`src/rtl/dma_secure_master.sv`:
```
// Word-by-word memory-to-memory copier on the openMSP430 DMA slave port.
// Bus requests are withheld whenever the CPU is executing from secure ROM.
//
// state  | meaning
// IDLE   | waiting for start; bus quiet, dma_addr=0
// RD     | read request at src pending
// RDW    | read accepted; capture dma_dout into the data register
// WR     | write request of the data register to dst pending
// FIN    | done pulse, back to IDLE
// ERR    | err pulse (slave error or abort), back to IDLE
module dma_secure_master #(
  parameter logic [15:0] SMEM_BASE = 16'hA000,
  parameter logic [15:0] SMEM_SIZE = 16'h4000,
  parameter int unsigned MAX_LEN_W = 16
) (
  input  logic                 clk,
  input  logic                 reset_n,
  input  logic [15:0]          pc,
  input  logic                 start,
  input  logic                 abort,
  input  logic [15:0]          src_addr,
  input  logic [15:0]          dst_addr,
  input  logic [MAX_LEN_W-1:0] len,
  output logic                 busy,
  output logic                 done,
  output logic                 err,
  output logic [15:0]          dma_addr,
  output logic                 dma_en,
  output logic [1:0]           dma_we,
  output logic [15:0]          dma_din,
  input  logic                 dma_ready,
  input  logic                 dma_resp,
  input  logic [15:0]          dma_dout
);

  localparam logic [15:0] SMEM_LAST = SMEM_BASE + SMEM_SIZE - 16'd2;
  localparam logic [MAX_LEN_W-1:0] CNT_ONE = {{(MAX_LEN_W-1){1'b0}}, 1'b1};

  typedef enum logic [2:0] {
    S_IDLE,
    S_RD,
    S_RDW,
    S_WR,
    S_FIN,
    S_ERR
  } state_e;

  state_e               state_q, state_d;
  logic [15:0]          src_q, src_d;
  logic [15:0]          dst_q, dst_d;
  logic [15:0]          data_q, data_d;
  logic [15:0]          addr_q, addr_d;
  logic [1:0]           we_q, we_d;
  logic [MAX_LEN_W-1:0] cnt_q, cnt_d;

  logic in_smem;
  logic req;
  logic acc;

  assign in_smem  = (pc >= SMEM_BASE) && (pc <= SMEM_LAST);
  assign req      = (state_q == S_RD) || (state_q == S_WR);
  // Purely combinational so a pc entering secure ROM drops the request in the same cycle.
  assign dma_en   = req && !in_smem && !abort;
  assign acc      = dma_en && dma_ready;

  assign busy     = req || (state_q == S_RDW);
  assign done     = (state_q == S_FIN);
  assign err      = (state_q == S_ERR);
  assign dma_addr = addr_q;
  assign dma_we   = we_q;
  assign dma_din  = data_q;

  always_comb begin
    state_d = state_q;
    src_d   = src_q;
    dst_d   = dst_q;
    data_d  = data_q;
    addr_d  = addr_q;
    we_d    = we_q;
    cnt_d   = cnt_q;

    case (state_q)
      S_IDLE: begin
        addr_d = 16'h0000;
        we_d   = 2'b00;
        if (start) begin
          src_d = {src_addr[15:1], 1'b0};
          dst_d = {dst_addr[15:1], 1'b0};
          cnt_d = len;
          if (len == '0) begin
            state_d = S_FIN;
          end else begin
            state_d = S_RD;
            addr_d  = {src_addr[15:1], 1'b0};
          end
        end
      end

      S_RD: begin
        if (acc && dma_resp) begin
          state_d = S_ERR;
          addr_d  = 16'h0000;
        end else if (acc) begin
          state_d = S_RDW;
        end else if (abort) begin
          state_d = S_ERR;
          addr_d  = 16'h0000;
        end
      end

      S_RDW: begin
        data_d  = dma_dout;
        state_d = S_WR;
        addr_d  = dst_q;
        we_d    = 2'b11;
      end

      S_WR: begin
        if (acc && dma_resp) begin
          state_d = S_ERR;
          addr_d  = 16'h0000;
          we_d    = 2'b00;
        end else if (acc) begin
          src_d = src_q + 16'd2;
          dst_d = dst_q + 16'd2;
          cnt_d = cnt_q - CNT_ONE;
          we_d  = 2'b00;
          if (cnt_q != CNT_ONE) begin
            state_d = S_RD;
            addr_d  = src_q + 16'd2;
          end else begin
            state_d = S_FIN;
            addr_d  = 16'h0000;
          end
        end else if (abort) begin
          state_d = S_ERR;
          addr_d  = 16'h0000;
          we_d    = 2'b00;
        end
      end

      S_FIN, S_ERR: begin
        state_d = S_IDLE;
        addr_d  = 16'h0000;
        we_d    = 2'b00;
      end

      default: begin
        state_d = S_IDLE;
        addr_d  = 16'h0000;
        we_d    = 2'b00;
      end
    endcase
  end

  always_ff @(posedge clk or negedge reset_n) begin
    if (!reset_n) begin
      state_q <= S_IDLE;
      src_q   <= 16'h0000;
      dst_q   <= 16'h0000;
      data_q  <= 16'h0000;
      addr_q  <= 16'h0000;
      we_q    <= 2'b00;
      cnt_q   <= '0;
    end else begin
      state_q <= state_d;
      src_q   <= src_d;
      dst_q   <= dst_d;
      data_q  <= data_d;
      addr_q  <= addr_d;
      we_q    <= we_d;
      cnt_q   <= cnt_d;
    end
  end

endmodule

```
`config.mk`:
```
export PLATFORM = sky130hd
export DESIGN_NAME = dma_secure_master
export DESIGN_NICKNAME = d
export VERILOG_FILES = /design/src/rtl/dma_secure_master.sv
export SDC_FILE = /design/constraint.sdc
export NUM_CORES = 1
export LEC_CHECK = 0
export CAP_MARGIN = 0
export CORE_MARGIN = 4
export CORE_UTILIZATION = 45
export CTS_CLUSTER_DIAMETER = 60
export DETAILED_ROUTE_END_ITERATION = 8
export PLACE_DENSITY_LB_ADDON = 0.2
export RECOVER_POWER = 50
export SYNTH_ARGS = -nofsm -noshare
export SYNTH_HDL_FRONTEND = slang
export SYNTH_SLANG_ARGS = --single-unit
```
`constraint.sdc`:
```
create_clock -name clk -period 2.3 [get_ports clk]
set_input_delay 0.23 -clock clk [delete_from_list [all_inputs] [get_ports clk]]
set_output_delay 0.23 -clock clk [all_outputs]
set_load 0.01 [all_outputs]
```
# Word-level counts from Yosys, hierarchy flattened
# Index checks and enable logic that the tools add are counted.
dict set report totals {
  mem_count 0
  latch_bits 0
  mem_bits_rw 0
  out_inout_bits 38
  romBits 0
  register_bits 85
}
dict set report classes {
  magnitude_cmp 2
  shifts 0
  mul 0
  bitwise 1
  addsub 3
  n_reduce_logical 14
  n_eq_ne 11
  mux 34
  n_div 0
}
# operator count
set ops {}
lappend ops {{$mux W16} 17}
lappend ops {{$pmux W16 S2} 3}
lappend ops {{$pmux W16 S4} 1}
lappend ops {{$add A16 B2 Y16 const B} 2}
lappend ops {{$mux W3} 8}
lappend ops {{$ge A16 B16 Y1 const B} 1}
lappend ops {{$le A16 B16 Y1 const B} 1}
lappend ops {{$logic_not A16 Y1} 1}
lappend ops {{$ne A16 B1 Y1 const B} 1}
lappend ops {{$sub A16 B1 Y16 const B} 1}
lappend ops {{$pmux W3 S4} 1}
lappend ops {{$eq A3 B2 Y1 const B} 2}
lappend ops {{$eq A3 B3 Y1 const B} 2}
lappend ops {{$mux W2} 3}
lappend ops {{$ne A2 B2 Y1 const B} 3}
lappend ops {{$pmux W2 S3} 1}
lappend ops {{$logic_and A1 B1 Y1} 5}
lappend ops {{$ne A4 B3 Y1 const B} 1}
lappend ops {{$reduce_and A4 Y1} 1}
lappend ops {{$eq A3 B1 Y1 const B} 1}
lappend ops {{$logic_not A3 Y1} 1}
lappend ops {{$ne A3 B2 Y1 const B} 1}
lappend ops {{$logic_not A1 Y1} 2}
lappend ops {{$logic_or A1 B1 Y1} 2}
lappend ops {{other kinds (3)} 3}

# Logic depth before layout (Yosys ltp)
# Gate-level depths: netlist of run 1.
dict set report depth {
  ltp_word 9
  ltp_mapped 10
}

# Least setup slack after synthesis of run 1
# No wires, ideal clock.
dict set report synth_timing {
  kind {reg-to-reg}
  startpoint {register cnt_q[1]}
  endpoint {register addr_q[6] (netlist: dma_addr[6])}
  setup_slack_ps 95
  arrival_ps 2061
  synth_period_minus_slack_ps 2205
  stages_incl_launch_ff 10
  t_required_ps 2156
  setup_time_ps 144
  n_path_buf 2
  path_cell_list {dfrtp_1 inv_1 ha_1 or4b_2 nor4_1 nand2b_1 or4_1 clkbuf_1 buf_2 o221ai_1}
}
dict set report synth_via {
  elab_chain_len 5
}
# item line_no
set synth_rtl {}
lappend synth_rtl {{from (decl)} 54} ;# logic [MAX_LEN_W-1:0] cnt_q, cnt_d;
lappend synth_rtl {{from (signal assigned)} 172} ;# cnt_q <= cnt_d;
lappend synth_rtl {{$ne A16 B1 Y1} 128} ;# if (cnt_q != CNT_ONE) begin
lappend synth_rtl {{$mux W16} 128}
lappend synth_rtl {{$mux W16} 123} ;# end else if (acc) begin
lappend synth_rtl {{$mux W16} 119} ;# if (acc && dma_resp) begin
lappend synth_rtl {{$pmux W16 S4} 82} ;# case (state_q)
lappend synth_rtl {{to (signal assigned)} 170} ;# addr_q <= addr_d;
lappend synth_rtl {{to (decl)} 52} ;# logic [15:0] addr_q, addr_d;
# No other way between the ends.
# A chain may end at the register's enable or synchronous reset.

# Worst setup path in the final report of run 1
dict set report layout_timing {
  startpoint {register cnt_q[1]}
  endpoint {register addr_q[4] (netlist: dma_addr[4])}
}
# The elaborated chain is that of the path after synthesis.

==> run metrics, run 1 <==
Critical Path Stages=9; Hold Slack=just under 0.5 ns; Startpoint Class=register; Hold Crit Class=input port to register; Clock Sinks=82; Crit path max-delay family=simple AND/OR/NAND/NOR gates; WS Path Type=register to register; Comb pwr share=49.7%; Sequential Power Share=between 30% and 40%; RSZ-0062 raised after global routing=yes; Mapped Nets=640; Internal=slightly below 5 mW; Hold Path Origin=dma_dout[10]; Sw Pwr=a little over 3 mW; setup_tns=0 ns; Async SR Flop Fraction=100%; library cells used by synthesis=58; Initial Util=between 40% and 50%; Final Hold Viols=0; Tmin final=approximately 2.2 ns; worst r2r dst=dma_addr[4]; Fmax=0.449 GHz; number of global-route vias before repair=roughly 5000; Post-Place Cell Area=around 6700 um2; overflow left after global routing=0; Die Y=about 110 um; Worst Path Arrival=2.45 ns; Slew @ Worst Pin=0.947 ns; worst reg2reg path startpoint=cnt_q[1]; routed len/inst=18.2 um; Mapped Cells=550; drt first pass iters=5; Filler cells=a little over 900; number of synthesized flops with an enable pin=0; GRT Util Overall=between 20% and 30%; post-synthesis cell area=roughly 5000 um2; Chip Width=about 110 um; WP data required=between 2 and 3 ns; Clk pwr share=around 15%; area of the core=approximately 11000 um2; worst reg2reg setup slack=about 0.075 ns; most frequent CP cell=buf_4; relative slew slack=around 37%; routed vias/inst=just over 6; Worst Path Max Fanout=7; largest stage delay on the critical path=~0.60 ns; Register Area=~2100 um2; P per Cell Area=1140 nW/um2; clock latency at the later pin of the worst-skew pair=about 0.37 ns; cell area after layout=around 7000 um2; I/O Buffers=between 100 and 150; crit share post-route=just under 100%; Detail Route Antenna Nets=0; antenna violations before repair=0; peak supply drop=around 520 uV; worst r2r path cells=9; Buf/Inv on CP=3; syn_area_per_cell=between 9 and 10 um2; crit end category=register; Slew Limit Fails=0; clk_skew=between 0.01 and 0.015 ns; DRC viols=0; ant diodes=0; Final setup viols=0; Hold Path Sink=dma_din[10]; crit-path cells=inv_1 -> ha_1 -> or4b_2 -> nor4_2 -> buf_4 -> nand2b_1 -> or4_4 -> buf_4 -> o221ai_1; Rows=38; status=finished clean; Clock H-tree levels=3; Synth Register Bits=approximately 80; DRT iter0 DRCs=305; placed cells=824; sw frac=39.3%; Final Non-Filler Cells=about 850; pin count of the biggest net entering global routing=slightly above 70; clk buf depth=2; CTS clk-pin slew, worst paths=roughly 0.080 ns; ys flop type=dfrtp_1; slowest cell on the critical path=or4b_2; first-pass GRT wire length=between 20000 and 30000 um; full die area=about 13000 um2; vias post-DR=around 5100; Synth warnings=0; area leader, netlist=dfrtp_1; Seq/Total Area, Yosys=between 40% and 50%; static leakage=roughly 2.7 nW; Max-Cap Viols=0; share of layout cells above drive strength 1=between 10% and 20%; Root Buffer=clkbuf_8; Ports=between 100 and 150; final wirelength=approximately 15000 um; area grow syn2layout=39.8%; placer congestion estimate=0.849; CTS tree=built; number of CTS-inserted buffers=9; Post-layout nets=790; multi-input logic area=roughly 2700 um2; top cells by area, synth=dfrtp_1, mux2_2, a211oi_1; Worst Hold Depth=2; Synth top area share=just over 40%; Final HPWL DP=11100 um
## cell families after synthesis
kind of cell,synth area share [%]
and+or+nand+nor,20.7
AOI/OAI and AO/OA,25.0
DFF,41.2
buffers and inverters,5.10
muxes,4.52
xor gates and xnor gates,2.46
adders and majority gates,1.01
## cell usage after synthesis (2+ instances only)
cell / instances
a211oi_1: 23
a21oi_1: 14
a221o_1: 2
a221oi_1: 3
a22oi_1: 19
a311oi_1: 13
a31o_2: 6
a31oi_1: 11
and2_1: 7
and3_1: 13
and3b_1: 2
and4_1: 4
buf_2: 5
clkbuf_1: 36
dfrtp_1: 82
ha_1: 4
inv_1: 23
mux2_2: 20
nand2_1: 26
nand2b_1: 3
nand3_1: 22
nand3b_1: 2
nand4_1: 13
nor2_1: 46
nor3_1: 29
nor3b_1: 2
nor4_1: 8
o211a_1: 3
o211ai_1: 8
o21a_1: 3
o21ai_0: 22
o21ai_1: 3
o221ai_1: 15
o22ai_1: 5
o311a_1: 2
o31a_1: 2
o31ai_1: 2
o32a_1: 6
or3_1: 5
or4_1: 6
xnor2_1: 11
xor2_1: 3
## timing repair
action                     in CTS  in global routing
hold endpoints to repair       38                  0
hold buffers                    1                  0
setup endpoints to repair       1                 20
buffers inserted                0                  3
cloned                          0                  1
resized for setup               0                 10
pin swaps                       1                  1
## metal layers
layer / vias up / track usage, % / wire length [um]
li1: 2427 / - / -
met1: 2463 / 31.1 / 6370
met2: 232 / 41.5 / 7680
met3: 19 / 3.48 / 1090
met4: 0 / 7.77 / 205
met5: - / 0 / 0
## worst max path at each step
stage / startpoint / endpoint / slack, ns
6_report: cnt_q[1] / dma_addr[4] / 0.07
2_1_floorplan: cnt_q[1] / dma_addr[6] / 0.1
5_1_grt: cnt_q[1] / dma_addr[9] / -0.02
3_3_place_gp: abort / dst_q[1] / -0.18
3_5_place_dp: pc[6] / dma_addr[15] / -0.18
4_1_cts: cnt_q[1] / dma_addr[15] / 0.01
## area by class of cell
type	count	share of cell area [%]
clock inverters	6	1.28
flip-flops and latches	82	29.5
clock buffers	10	1.83
well taps	140	2.52
multi-input cells	403	38.8
repair buffers	181	24.8
inverters	23	1.24
## flip-flops by register name (all words and copies together), names as in the netlist
signal	flops
dma_din	16
state_q	3
cnt_q	16
src_q	15
dst_q	15
dma_addr	16
dma_we	1
## power groups by stage
| stage | Combinational [mW] | Sequential (mW) | Clock [mW] |
|---|---|---|---|
| after floorplan | 2.19 | 2.77 | 0 |
| after detailed placement | 3.93 | 2.82 | 0 |
| after global routing | 4.33 | 2.92 | 1.24 |
| after CTS | 3.94 | 2.80 | 1.19 |
| after global placement | 3.81 | 2.77 | 0 |
| final | 3.95 | 2.81 | 1.18 |
## cells in the final DEF (no fill, tap or decap), drive strengths merged, types with 3 or more instances in the layout
master / n
a311oi: 13
o22ai: 5
a31oi: 11
dlygate4sd3: 10
dfrtp: 82
xor2: 3
ha: 4
nor4: 9
a22oi: 19
o21ai: 25
mux2: 20
nor3: 29
or4: 6
nand2b: 3
clkdlybuf4s50: 110
or3: 5
and3: 13
nand4: 13
nor2: 46
o211a: 3
inv: 24
a221oi: 3
a211oi: 23
xnor2: 11
o221ai: 15
a31o: 6
o32a: 6
nand3: 22
nand2: 26
and4: 4
a21oi: 14
or2: 3
buf: 58
clkbuf: 12
o211ai: 8
and2: 8
o21a: 3
## per-stage QoR
step                      total power, mW  util [%]  setup WS [ns]
after floorplan                      4.95         -         0.0952
after global placement               6.58      61.7         -0.183
after detailed placement             6.75      61.7         -0.176
after CTS                            7.92      63.8        0.00970
after global routing                 8.49      64.2        -0.0250
final                                7.94      64.2         0.0747
(Power assumes the default switching activity.)
==> inputs of run 2 (changes only) <==
--- a/config.mk
+++ b/config.mk
@@ -6,8 +6,10 @@
 export NUM_CORES = 1
 export LEC_CHECK = 0
 export CAP_MARGIN = 0
+export CELL_PAD_IN_SITES_DETAIL_PLACEMENT = 0
+export CELL_PAD_IN_SITES_GLOBAL_PLACEMENT = 1
 export CORE_MARGIN = 4
-export CORE_UTILIZATION = 45
+export CORE_UTILIZATION = 34
 export CTS_CLUSTER_DIAMETER = 60
 export DETAILED_ROUTE_END_ITERATION = 8
 export PLACE_DENSITY_LB_ADDON = 0.2
==> run 2 against run 1 <==
Global-route usage decreased by 4.1 points. Via count decreased by 0.43%. Utilization decreased by 14 points. Sequential share of layout area decreased by 0.60 points. First-iteration DRC count increased by 6.2%. Final area increased by 2.1%. Setup slack got worse by 0.026 ns. Worst hold slack improved by 0.011 ns. Clock skew decreased by 0.0070 ns. Clock power increased by 26%. Flip-flop and latch count unchanged. Clock-buffer cell count increased by 1. Critical endpoint is now cnt_q[15].
==> run metrics, run 2 (synthesized netlist as in run 1, its figures left out) <==
status=finished clean; fin util=50.4% (-14 points); Post-Place Cell Area=6770 um2 (+1.3%); routed len/inst=18.5 um (+1.8%); Worst Setup EP=cnt_q[15]; crit-path cells=buf_4 -> or4_4 -> or2_1 -> or3_1 -> or2_0 -> a221oi_1; clk_skew=0.00731 ns (-0.00699 ns); Setup WS post-layout=0.0486 ns (-0.0261 ns); Detail Route Antenna Nets=0 (unchanged); cell area after layout=7100 um2 (+2.1%); WL met1=7330 um (+15%); worst reg2reg path startpoint=cnt_q[1]; largest stage delay on the critical path=0.51 ns (-0.09 ns); Initial Util=35.3% (-11 points); Final HPWL DP=11900 um (+7.6%); Slew @ Worst Pin=0.936 ns (-0.0113 ns); overflow left after global routing=0 (unchanged); area of the core=14100 um2 (+30%); P per Cell Area=1160 nW/um2 (+2.0%); Chip Width=129 um (+14%); clock latency at the later pin of the worst-skew pair=0.35 ns (-0.02 ns); sw frac=38.8% (-0.51 points); share of layout cells above drive strength 1=16.9% (+0.69 points); RSZ-0062 raised after global routing=yes; WS Path Type=register to register; final wirelength=16400 um (+6.7%); routed vias/inst=5.78 (-5.0%); crit share post-route=97.9% (+1.1 points); DRT iter0 DRCs=324 (+6.2%); placer congestion estimate=0.821 (-3.3%); routed length on met2=7620 um (-0.82%); Slew Limit Fails=0 (unchanged); Worst Setup SP=cnt_q[1]; slowest cell on the critical path=or4_4; multi-input logic area=2720 um2 (+0.56%); CTS tree=built; number of global-route vias before repair=5177 (+2.8%); Worst Path Max Fanout=3 (-4); Internal=5.06 mW (+5.0%); Post-layout nets=791 (+0.13%); Final setup viols=0 (unchanged); Worst Path Arrival=2.50 ns (+0.05 ns); Tmin final=2.25 ns (+0.0261 ns); I/O Buffers=121 (unchanged); worst r2r path cells=6 (-3); Clock H-tree levels=3 (unchanged); static leakage=2.76 nW (+2.3%); clk buf depth=2 (unchanged); drt first pass iters=5 (unchanged); Comb pwr share=48.1% (-1.6 points); Overall Power=8.27 mW (+4.2%); Hold Crit Class=input port to register; setup_tns=0 ns (unchanged); Max-Cap Viols=0 (unchanged); Root Buffer=clkbuf_16; number of CTS-inserted buffers=9 (unchanged); area grow syn2layout=42.7%; Rows=43 (+13%); antenna violations before repair=0 (unchanged); max layer used=met4; Fmax=0.444 GHz (-1.2%); Sequential Power Share=34.0% (-1.5 points); first-pass GRT wire length=26400 um (+5.4%); Startpoint Class=register; Clock Sinks=82 (unchanged); worst r2r dst=cnt_q[15]; most common cell after layout, fill and taps aside=clkdlybuf4s50_1; Die Y=129 um (+14%); WP data required=2.55 ns (+0.03 ns); relative slew slack=37.6% (+0.75 points); most frequent cells in the layout=clkdlybuf4s50_1, dfrtp_1, buf_4; worst reg2reg setup slack=0.05 ns (-0.03 ns); Register Area=2050 um2 (unchanged); crit end category=register; peak supply drop=458 uV (-13%); Filler cells=1333 (+43%); CTS clk-pin slew, worst paths=0.06 ns (-0.02 ns); full die area=16600 um2 (+30%); ant diodes=0 (unchanged); pre-CTS setup slack=-0.324 ns (-0.148 ns); Sw Pwr=3.21 mW (+2.8%); vias post-DR=5119 (-0.43%); GRT Util Overall=19.9% (-4.1 points); DRC viols=0 (unchanged); Ports=124 (unchanged); Final Hold Viols=0 (unchanged); pin count of the biggest net entering global routing=71 (unchanged); Clk pwr share=18.0% (+3.2 points); met3 WL post-DR=1100 um (+1.4%)
[run 2: cell types whose count changed in the layout (fill, tap and decap cells not counted), sizes merged]
| cell | previous run | this run |
|---|---|---|
| clkdlybuf4s50 | 110 | 104 |
| dlygate4sd3 | 10 | 16 |
| clkinv | 1 | 4 |
| clkbuf | 12 | 14 |
| clkinvlp | 2 | 0 |
| bufinv | 2 | 1 |
| inv | 24 | 23 |
[run 2: stage by stage]
step	cells	hold WS [ns]
floorplan	550	-0.0656
global placement	869	0.217
detailed placement	869	0.224
CTS	886	0.397
global route	886	0.494
finish	886	0.492
[run 2: what timing repair did]
| item | CTS | global route |
|---|---|---|
| hold endpoints to repair | 32 | 0 |
| hold buffers | 1 | 0 |
| resized for setup | 1 | 11 |
| setup buffers | 0 | 0 |
| endpoints found under the setup margin | 9 | 25 |
[run 2: worst min-delay path by stage]
| stage | from | end | slack (ns) | cells after the start |
|---|---|---|---|---|
| floorplan | reset_n | cnt_q[0] | -0.07 | 0 |
| global placement | reset_n | dma_din[5] | 0.22 | 1 |
| detailed placement | reset_n | dma_din[5] | 0.22 | 1 |
| CTS | reset_n | dma_din[5] | 0.40 | 2 |
| global route | dma_dout[13] | dma_din[13] | 0.49 | 2 |
| finish | dma_dout[10] | dma_din[10] | 0.49 | 2 |
[run 2: power by group through the flow]
stage | clock (mW) | combinational [mW] | sequential (mW)
detailed placement | 0 | 4.01 | 2.82
global route | 1.58 | 4.34 | 2.93
CTS | 1.51 | 4.02 | 2.80
global placement | 0 | 3.94 | 2.78
finish | 1.49 | 3.98 | 2.81
floorplan | 0 | 2.19 | 2.77
[run 2: metal layers]
layer | GRT usage, % | up-vias
met5 | 0 | -
met4 | 6.79 | 0
met3 | 3.74 | 28
met2 | 32.2 | 206
met1 | 26.9 | 2458
li1 | - | 2427
[run 2: critical path, delay by kind of cell, from the launching register on]
| kind | cells | cell delay (ns) |
|---|---|---|
| simple gates | 4 | 1.34 |
| flops | 1 | 0.40 |
| compound gates | 1 | 0.26 |
| buf+inv | 1 | 0.15 |
[run 2: cell type report]
cell class,instances,area share [%]
clock buffer,11,3.42
clock inverter,5,0.757
inverter,23,1.22
multi-input combinational,403,38.2
sequential,82,28.9
tap,180,3.17
timing repair buffer,182,24.3
